<file path="config.mk">
export PLATFORM = sky130hd
export DESIGN_NAME = word_game_core
export DESIGN_NICKNAME = d
export VERILOG_FILES = /design/src/rtl/word_game_core.sv
export SDC_FILE = /design/constraint.sdc
export NUM_CORES = 1
export LEC_CHECK = 0
export ABC_AREA = 1
export CORE_MARGIN = 2
export CORE_UTILIZATION = 35
export DETAILED_ROUTE_END_ITERATION = 16
export DONT_BUFFER_PORTS = 1
export SLEW_MARGIN = 10
export SYNTH_ARGS = -nofsm -noshare
export SYNTH_HDL_FRONTEND = slang
export SYNTH_SLANG_ARGS = --single-unit
</file>
<file path="constraint.sdc">
create_clock -name clk -period 4.44 [get_ports clk]
set_clock_uncertainty 0.15 [all_clocks]
set_input_delay 0.888 -clock clk [delete_from_list [all_inputs] [get_ports clk]]
set_output_delay 0.888 -clock clk [all_outputs]
set_load 0.05 [all_outputs]
</file>
<file path="src/rtl/word_game_core.sv">
// Hangman-style guessing core: a secret word is loaded, guesses are scanned one
// letter per cycle, then scored as hit, miss or repeat against revealed state and a miss buffer.
module word_game_core #(
  parameter int WORD_LEN = 5,
  parameter int MAX_MISS = 6,
  parameter int LW       = 8,
  localparam int CW      = $clog2(WORD_LEN + 1),
  localparam int MW      = $clog2(MAX_MISS + 1),
  localparam int IW      = $clog2(WORD_LEN)
) (
  input  logic                   clk,
  input  logic                   nRst,
  input  logic                   word_valid,
  input  logic [WORD_LEN*LW-1:0] word,
  input  logic                   guess_valid,
  input  logic [LW-1:0]          guess,
  input  logic                   game_end,
  output logic                   guess_ready,
  output logic                   busy,
  output logic                   hit,
  output logic                   miss,
  output logic                   repeat_guess,
  output logic [WORD_LEN-1:0]    revealed,
  output logic [CW-1:0]          correct_cnt,
  output logic [MW-1:0]          miss_cnt,
  output logic                   win,
  output logic                   lose,
  output logic [LW-1:0]          last_letter
);

  typedef enum logic [2:0] {S_SET, S_READY, S_SCAN, S_SCORE, S_WIN, S_LOSE} state_t;

  state_t              state_q;
  logic [LW-1:0]       letters_q  [WORD_LEN];
  logic [LW-1:0]       miss_buf_q [MAX_MISS];
  logic [WORD_LEN-1:0] revealed_q;
  logic [WORD_LEN-1:0] pending_q;
  logic                dup_q;
  logic [IW-1:0]       idx_q;
  logic [CW-1:0]       correct_cnt_q;
  logic [MW-1:0]       miss_cnt_q;
  logic [LW-1:0]       last_letter_q;

  logic [CW-1:0] pop;
  logic [CW:0]   sum;
  logic [CW-1:0] correct_d;
  logic [MW-1:0] miss_d;
  logic          in_buf;
  logic          score_hit;
  logic          score_rep;
  logic          score_miss;
  state_t        after_score;

  // Score outcome depends only on registered scan results, so the pulses are clean.
  always_comb begin
    pop = '0;
    for (int i = 0; i < WORD_LEN; i++) pop = pop + CW'(pending_q[i]);
    in_buf = 1'b0;
    for (int j = 0; j < MAX_MISS; j++) if (miss_buf_q[j] == last_letter_q) in_buf = 1'b1;
    sum        = {1'b0, correct_cnt_q} + {1'b0, pop};
    correct_d  = (sum > (CW+1)'(WORD_LEN)) ? CW'(WORD_LEN) : sum[CW-1:0];
    miss_d     = (miss_cnt_q == MW'(MAX_MISS)) ? miss_cnt_q : miss_cnt_q + 1'b1;
    score_hit  = |pending_q;
    score_rep  = !score_hit && (dup_q || in_buf);
    score_miss = !score_hit && !score_rep;
    if ((score_hit ? correct_d : correct_cnt_q) == CW'(WORD_LEN))
      after_score = S_WIN;
    else if ((score_miss ? miss_d : miss_cnt_q) == MW'(MAX_MISS))
      after_score = S_LOSE;
    else
      after_score = S_READY;
  end

  always_ff @(posedge clk or negedge nRst) begin
    if (!nRst) begin
      state_q       <= S_SET;
      for (int i = 0; i < WORD_LEN; i++) letters_q[i] <= '0;
      for (int j = 0; j < MAX_MISS; j++) miss_buf_q[j] <= '0;
      revealed_q    <= '0;
      pending_q     <= '0;
      dup_q         <= 1'b0;
      idx_q         <= '0;
      correct_cnt_q <= '0;
      miss_cnt_q    <= '0;
      last_letter_q <= '0;
    end else if (game_end) begin
      state_q       <= S_SET;
      for (int i = 0; i < WORD_LEN; i++) letters_q[i] <= '0;
      for (int j = 0; j < MAX_MISS; j++) miss_buf_q[j] <= '0;
      revealed_q    <= '0;
      pending_q     <= '0;
      dup_q         <= 1'b0;
      idx_q         <= '0;
      correct_cnt_q <= '0;
      miss_cnt_q    <= '0;
      last_letter_q <= '0;
    end else begin
      case (state_q)
        S_SET: if (word_valid) begin
          for (int i = 0; i < WORD_LEN; i++) letters_q[i] <= word[(WORD_LEN-1-i)*LW +: LW];
          for (int j = 0; j < MAX_MISS; j++) miss_buf_q[j] <= '0;
          revealed_q    <= '0;
          correct_cnt_q <= '0;
          miss_cnt_q    <= '0;
          state_q       <= S_READY;
        end
        S_READY: if (guess_valid && guess != '0) begin
          last_letter_q <= guess;
          pending_q     <= '0;
          dup_q         <= 1'b0;
          idx_q         <= '0;
          state_q       <= S_SCAN;
        end
        S_SCAN: begin
          if (letters_q[idx_q] == last_letter_q) begin
            if (revealed_q[idx_q]) dup_q <= 1'b1;
            else                   pending_q[idx_q] <= 1'b1;
          end
          if (idx_q == IW'(WORD_LEN - 1)) state_q <= S_SCORE;
          else                            idx_q   <= idx_q + 1'b1;
        end
        S_SCORE: begin
          if (score_hit) begin
            revealed_q    <= revealed_q | pending_q;
            correct_cnt_q <= correct_d;
          end else if (score_miss) begin
            miss_cnt_q <= miss_d;
            // Buffer slot is the current miss count, so entries fill in order.
            for (int j = 0; j < MAX_MISS; j++)
              if (miss_cnt_q == MW'(j)) miss_buf_q[j] <= last_letter_q;
          end
          state_q <= after_score;
        end
        default: ;
      endcase
    end
  end

  assign guess_ready  = (state_q == S_READY);
  assign busy         = (state_q == S_SCAN) || (state_q == S_SCORE);
  assign hit          = (state_q == S_SCORE) && score_hit;
  assign miss         = (state_q == S_SCORE) && score_miss;
  assign repeat_guess = (state_q == S_SCORE) && score_rep;
  assign win          = (state_q == S_WIN);
  assign lose         = (state_q == S_LOSE);
  assign revealed     = revealed_q;
  assign correct_cnt  = correct_cnt_q;
  assign miss_cnt     = miss_cnt_q;
  assign last_letter  = last_letter_q;

endmodule

</file>
==> results of run 1 <==
## cells in the final DEF (no fill, tap or decap), types with 6 or more instances in the layout
master and n:
sky130_fd_sc_hd__buf_4 12, sky130_fd_sc_hd__nor2_1 45, sky130_fd_sc_hd__nand3_1 62, sky130_fd_sc_hd__o21ai_2 8, sky130_fd_sc_hd__a21oi_1 13, sky130_fd_sc_hd__inv_2 11
sky130_fd_sc_hd__ha_1 11, sky130_fd_sc_hd__o22ai_1 8, sky130_fd_sc_hd__o21ai_1 44, sky130_fd_sc_hd__inv_1 70, sky130_fd_sc_hd__clkbuf_16 17, sky130_fd_sc_hd__o21ai_0 68
sky130_fd_sc_hd__dfrtp_1 119, sky130_fd_sc_hd__nand4_1 9, sky130_fd_sc_hd__xor2_1 11, sky130_fd_sc_hd__xnor2_1 30, sky130_fd_sc_hd__nand2_4 6, sky130_fd_sc_hd__nand2_1 237
## stage by stage
step	worst slack [ns]	std cells	hold slack (ns)
6_report	0.7395	1068	0.02104
5_1_grt	0.5660	1067	0.003755
2_1_floorplan	0.7721	823	0.3249
3_3_place_gp	0.8942	1035	0.3365
4_1_cts	0.7646	1067	0.01112
3_5_place_dp	0.7651	1035	0.3403
## report_power, final
| group | switching [mW] | internal (mW) | total (mW) |
|---|---|---|---|
| combinational | 1.01 | 0.404 | 1.41 |
| sequential | 0.178 | 1.26 | 1.44 |
| clock | 0.481 | 0.881 | 1.36 |
| total | 1.67 | 2.54 | 4.21 |
## layer usage
| layer | GRT usage | routed length (um) | vias to the layer above |
|---|---|---|---|
| li1 | - | - | 2660 |
| met1 | 0.2175 | 7245 | 2489 |
| met2 | 0.2882 | 7913 | 136 |
| met3 | 0.04995 | 950 | 19 |
| met4 | 0.04895 | 224 | 0 |
| met5 | 0 | 0 | - |
## sequential cells by signal (all words and copies together) (netlist names)
name / count
correct_cnt: 3
pending_q: 5
miss_buf_q: 48
dup_q: 1
last_letter: 8
state_q: 3
revealed: 5
miss_cnt: 3
idx_q: 3
letters_q: 40
## final timing paths
| check | start | to | slack [ns] | cells after the start |
|---|---|---|---|---|
| hold / removal | nRst | miss_buf_q[1] | 0.02 | 0 |
| max in group asynchronous | nRst | miss_buf_q[31] | 3.87 | 0 |
| min in group clk | miss_buf_q[30] | miss_buf_q[30] | 0.36 | 2 |
| setup reg to reg | correct_cnt[0] | state_q[0] | 0.74 | 13 |
| setup / recovery | correct_cnt[0] | state_q[0] | 0.74 | 13 |
| hold reg to reg | miss_buf_q[30] | miss_buf_q[30] | 0.36 | 2 |
## cell families (layout without fill, tap and decap cells)
family / count (synthesis) / after routing / synth area share
DFF: 119 / 119 / 0.4511
xor gates and xnor gates: 41 / 41 / 0.05440
AOI/OAI and AO/OA: 151 / 151 / 0.1276
adders and majority gates: 14 / 14 / 0.02995
and+or+nand+nor: 379 / 379 / 0.2519
buffers and inverters: 119 / 129 / 0.08510
other: 0 / 1 / 0
## layout make-up
type	count	area [sq um]	area share
sequential	119	2978	0.4047
antenna	1	2.502	0.0003401
clock inverter	8	95.09	0.01292
timing repair buffer	12	90.09	0.01224
multi-input combinational	585	3084	0.4191
clock buffer	24	491.7	0.06683
tap	234	292.8	0.03979
inverter	85	324.1	0.04404
==> load_flow_metrics.sql, run 1 <==
INSERT INTO impl_metrics (metric_group, metric, value, unit) VALUES
('cts', 'cts_hold_repair.buffers', '0', ''),
('final_layout', 'syn_to_final_growth', '11.47', '%'),
('die', 'dieArea', '19980', 'sq um'),
('die', 'floorplan.io_pins', '79', ''),
('synth', 'most_common_flop_cell_mapped_by_yosys', 'sky130_fd_sc_hd__dfrtp_1', ''),
('drt', 'vias', '5304', ''),
('synth', 'netlist_instances', '823', ''),
('critical_path', 'buffers_plus_inverters_on_the_worst_setup_path', '3', ''),
('pwr', 'power_density', '572.2', 'nW/um^2'),
('die', 'core_area', '18580', 'sq um'),
('synth', 'yosysSeqAreaShare', '0.4511', ''),
('final_layout', 'fillers', '1851', ''),
('critical_path', 'crit_family', 'adder cells', ''),
('global_routing', 'antenna_found_initial', '1', ''),
('timing', 'tightest_slew', '1.122', 'ns'),
('final_layout', 'nNetsFinal', '887', ''),
('hold_path', 'hold_path_class', 'in2async', ''),
('global_routing', 'globalRouteTotalUtil', '0.1721', ''),
('placement', 'detailed_place.area', '6769', 'sq um'),
('drt', 'drt_drc_violations_left', '0', ''),
('pwr', 'static-leakage-power', '3.529', 'nW'),
('synth', 'yosys-top-cells-area', 'sky130_fd_sc_hd__dfrtp_1, sky130_fd_sc_hd__nand2_1, sky130_fd_sc_hd__o21ai_0', ''),
('die', 'die_width', '141.3', 'um'),
('critical_path', 'crit_path_capture_type', 'flip-flop', ''),
('placement', 'quantity_of_i_o_buffers_inserted_on_ports', '0', ''),
('cts', 'tritoncts_num_sinks', '119', ''),
('pwr', 'peakVddDrop', '0.0003766', 'V'),
('cts', 'cts_inserted_buffers', '17', ''),
('global_routing', 'grt_overflow', '0', ''),
('drt', 'detail-route-antenna-nets', '0', ''),
('flow_run', 'cap_viol_max_count', '0', ''),
('synth', 'netlist_area', '6601', 'sq um'),
('drt', 'drt_first_iter_violations', '248', ''),
('synth', 'async_reset_ff_frac', '1.000', ''),
('synth', 'synth.yosys.warnings', '0', ''),
('drt', 'vias_per_cell', '4.966', ''),
('timing', 'grt_setup_unrepaired', 'false', ''),
('timing', 'timing.final.setup_violations', '0', ''),
('final_layout', 'finalInstanceArea', '7358', 'sq um'),
('cts', 'clock_transition_time_at_the_flip_flop_clock_pins_of_the_worst_setup_and_hold_paths', '0.06', 'ns'),
('cts', 'postCtsResizedCells', '0', ''),
('critical_path', 'cp_data_arrival_time', '3.85', 'ns'),
('synth', 'postSynthRegisterBits', '119', ''),
('timing', 'min_period_over_period', '0.8334', ''),
('status', 'run_status', 'complete, no violations', ''),
('synth', 'postSynthAreaPerCell', '8.021', 'sq um'),
('timing', 'final.min_clock_period', '3.700', 'ns'),
('critical_path', 'cpMaxStageDelayCell', 'sky130_fd_sc_hd__fa_1', ''),
('die', 'rows', '50', ''),
('final_layout', 'final_core_util', '0.3960', ''),
('critical_path', 'critical_path_peak_fanout', '3', ''),
('cts', 'postCtsSetupRepairBufs', '0', ''),
('drt', 'route.final.wire_length', '16330', 'um'),
('synth', 'netlist_top_cells_count', 'sky130_fd_sc_hd__nand2_1, sky130_fd_sc_hd__dfrtp_1, sky130_fd_sc_hd__inv_1, sky130_fd_sc_hd__o21ai_0, sky130_fd_sc_hd__nand3_1', ''),
('timing', 'timing.fmax', '270.2', 'MHz'),
('placement', 'detailedPlacementHpwl', '11540', 'um'),
('final_layout', 'drive_above_1_share', '0.1020', ''),
('critical_path', 'worst-endpoint-required', '4.59', 'ns'),
('global_routing', 'grt_pass1_vias', '5135', ''),
('timing', 'total_negative_slack', '0', 'ns'),
('timing', 'relative_slew_margins', '0.2501', ''),
('critical_path', 'critical_path.max_stage_delay', '0.62', 'ns'),
('drt', 'drt-pass1-iter-count', '5', ''),
('synth', 'synth_top_cell_area_share', '0.4511', ''),
('die', 'start_util', '0.3553', ''),
('cts', 'htree_num_levels', '4', ''),
('synth', 'yosysMostFrequentCell', 'sky130_fd_sc_hd__nand2_1', ''),
('synth', 'number_of_synthesized_flops_with_an_enable_pin', '0', ''),
('timing', 'hold_viol', '0', ''),
('global_routing', 'grt_start_max_net_pins', '120', ''),
('drt', 'post_drt_wl_per_cell', '15.29', 'um');
(Power assumes the default switching activity.)
==> inputs of run 2 (changes only) <==
clock period = 3.3 ns   (was 4.44 ns; I/O delays follow)
==> run 2 against run 1 <==
The run now ends with negative hold slack left. Critical path type unchanged. Highest routed layer unchanged. Sequential share of layout area shrank 0.90 points. Non-clock buffer count grew 11. Die area unchanged.
==> load_flow_metrics.sql, run 2 (synthesis results as in run 1) <==
INSERT INTO impl_metrics (metric_group, metric, value, unit) VALUES
('status', 'run_status', 'finished, violations left', ''),
('status', 'failed_checks', 'negative hold slack', ''),
('final_layout', 'drive_above_1_share', '0.1280', ''),
('placement', 'dp_slack', '-0.008601', 'ns'),
('timing', 'final.min_clock_period', '3.274', 'ns'),
('timing', 'tightest_slew', '0.8397', 'ns'),
('final_layout', 'fillers', '1818', ''),
('cts', 'htree_num_levels', '4', ''),
('die', 'core_area', '18580', 'sq um'),
('drt', 'drt_drc_violations_left', '0', ''),
('timing', 'timing.fmax', '305.4', 'MHz'),
('timing', 'min_period_over_period', '0.9923', ''),
('flow_run', 'cap_viol_max_count', '0', ''),
('pwr', 'peakVddDrop', '0.0005583', 'V'),
('critical_path', 'criticalPathCategory', 'reg2reg', ''),
('cts', 'cts_root_buf', 'sky130_fd_sc_hd__clkbuf_16', ''),
('placement', 'detailedPlacementHpwl', '11500', 'um'),
('final_layout', 'max_flop_register', 'miss_buf_q', ''),
('timing', 'hold_viol', '119', ''),
('placement', 'quantity_of_i_o_buffers_inserted_on_ports', '0', ''),
('timing', 'grt_setup_unrepaired', 'true', ''),
('final_layout', 'syn_to_final_growth', '14.06', '%'),
('global_routing', 'antenna_found_initial', '1', ''),
('drt', 'post_drt_wl_per_cell', '15.14', 'um'),
('drt', 'drt_first_iter_violations', '309', ''),
('critical_path', 'cp_data_arrival_time', '3.43', 'ns'),
('final_layout', 'mostFrequentLayoutCell', 'sky130_fd_sc_hd__nand2_1', ''),
('global_routing', 'wire_length_of_the_first_global_routing_pass', '26680', 'um'),
('critical_path', 'critical_path_peak_fanout', '3', ''),
('cts', 'worstSkewPairLatency', '0.43', 'ns'),
('die', 'start_util', '0.3553', ''),
('critical_path', 'rr_worst_depth', '13', ''),
('cts', 'tritoncts_num_sinks', '119', ''),
('timing', 'relative_slew_margins', '0.4371', ''),
('die', 'die_width', '141.3', 'um'),
('drt', 'vias_per_cell', '4.883', ''),
('cts', 'clockBufferDepth', '2', ''),
('global_routing', 'globalRouteTotalUtil', '0.1723', ''),
('critical_path', 'critical_path.startpoint_type', 'flip-flop', ''),
('cts', 'clock_transition_time_at_the_flip_flop_clock_pins_of_the_worst_setup_and_hold_paths', '0.06', 'ns'),
('die', 'die-height', '141.3', 'um'),
('critical_path', 'crit_path_capture_type', 'flip-flop', ''),
('timing', 'holdWs', '-0.2227', 'ns'),
('global_routing', 'grt_overflow', '0', ''),
('global_routing', 'grt_pass1_vias', '5097', ''),
('timing', 'post-route-worst-setup-slack', '0.02554', 'ns'),
('pwr', 'fin_total_pwr', '5.825', 'mW'),
('pwr', 'static-leakage-power', '3.594', 'nW'),
('timing', 'timing.final.setup_violations', '0', ''),
('final_layout', 'nNetsFinal', '898', ''),
('global_routing', 'grt_start_max_net_pins', '120', ''),
('placement', 'gpl.final_weighted_congestion', '0.8074', ''),
('hold_path', 'hold_path_class', 'in2async', ''),
('die', 'floorplan.io_pins', '79', ''),
('cts', 'tritoncts', 'yes', ''),
('drt', 'detail-route-antenna-nets', '0', ''),
('drt', 'vias', '5269', ''),
('drt', 'route.final.wire_length', '16330', 'um'),
('cts', 'cts_inserted_buffers', '17', ''),
('pwr', 'power_density', '773.5', 'nW/um^2'),
('critical_path', 'worst-endpoint-required', '3.46', 'ns'),
('final_layout', 'max_reg_flops', '48', ''),
('drt', 'drt-pass1-iter-count', '5', ''),
('die', 'dieArea', '19980', 'sq um'),
('die', 'rows', '50', ''),
('timing', 'maxSlewViolCount', '0', ''),
('final_layout', 'highest_count_cells_in_the_layout_ignoring_fill_and_taps', 'sky130_fd_sc_hd__nand2_1, sky130_fd_sc_hd__dfrtp_1, sky130_fd_sc_hd__inv_1, sky130_fd_sc_hd__o21ai_0, sky130_fd_sc_hd__nand3_1', '');
## run 2: cell count changes in the layout (fill, tap and decap cells not counted), moves of 2 or more
cell,delta
sky130_fd_sc_hd__buf_4,+10
sky130_fd_sc_hd__o21ai_0,-4
sky130_fd_sc_hd__o21ai_1,+3
sky130_fd_sc_hd__clkbuf_1,-2
sky130_fd_sc_hd__clkbuf_8,-2
sky130_fd_sc_hd__inv_1,-2
sky130_fd_sc_hd__inv_2,+2
sky130_fd_sc_hd__nor3_1,-2
sky130_fd_sc_hd__nor3_2,+2
## run 2: layout make-up
class                           instances  area (sq um)  share of cell area
Antenna cell                            1         2.502           0.0003323
Clock buffer                           20         456.7             0.06065
Clock inverter                         12         150.1             0.01994
Inverter                               85         324.1             0.04304
Multi-Input combinational cell        585          3132              0.4159
Sequential cell                       119          2979              0.3956
Tap cell                              234         292.8             0.03888
Timing Repair Buffer                   23         192.7             0.02559
## run 2: metal layers
layer / global-route usage / routed length, um
met4: 0.07211 / 396
met2: 0.2721 / 7722
met1: 0.2245 / 7328
met5: 0 / 0
met3: 0.04691 / 886
## run 2: critical path, stage by stage (launching register included)
cell                       delay, ns
sky130_fd_sc_hd__dfrtp_1        0.40
sky130_fd_sc_hd__fa_1           0.54
sky130_fd_sc_hd__inv_1          0.05
sky130_fd_sc_hd__fa_1           0.48
sky130_fd_sc_hd__inv_2          0.05
sky130_fd_sc_hd__ha_4           0.15
sky130_fd_sc_hd__fa_2           0.53
sky130_fd_sc_hd__inv_2          0.05
sky130_fd_sc_hd__o21ai_4        0.17
sky130_fd_sc_hd__o21ai_1        0.07
sky130_fd_sc_hd__o21ai_1        0.13
sky130_fd_sc_hd__nand3b_1       0.14
sky130_fd_sc_hd__nor3_2         0.18
sky130_fd_sc_hd__o21ai_1        0.07
## run 2: final timing paths
kind                                     start        endpoint  slack, ns
worst max-delay path              pending_q[2]      state_q[0]       0.03
worst min-delay path                      nRst    pending_q[0]      -0.22
worst max register to register    pending_q[2]      state_q[0]       0.03
worst min register to register  miss_buf_q[18]  miss_buf_q[18]       0.35
max in group asynchronous                 nRst    pending_q[1]       3.01
min in group clk                       word[8]    letters_q[8]       0.22
## run 2: repair_timing
action,CTS,global route
endpoints found under the setup margin,1,2
buffers inserted,0,1
hold endpoints to repair,119,119
gates resized for setup,2,12
pin swaps,2,6
## run 2: power by group
part | leakage [nW] | total (mW) | internal, mW | switching (mW)
Clock | 0.292 | 1.91 | 1.22 | 0.684
Combinational | 1.69 | 2.00 | 0.607 | 1.40
Sequential | 1.61 | 1.91 | 1.69 | 0.220
## run 2: per-stage QoR
step | util | TNS, ns | std cells | hold slack (ns) | instance area (sq um)
2_1_floorplan | - | 0 | 823 | 0.2144 | 6608
5_1_grt | 0.4051 | -0.1303 | 1078 | -0.2358 | 7527
4_1_cts | 0.4010 | 0 | 1076 | -0.2239 | 7451
6_report | 0.4053 | 0 | 1079 | -0.2227 | 7530
3_5_place_dp | 0.3680 | -0.008601 | 1044 | 0.2247 | 6838
3_3_place_gp | 0.3680 | 0 | 1044 | 0.2245 | 6838
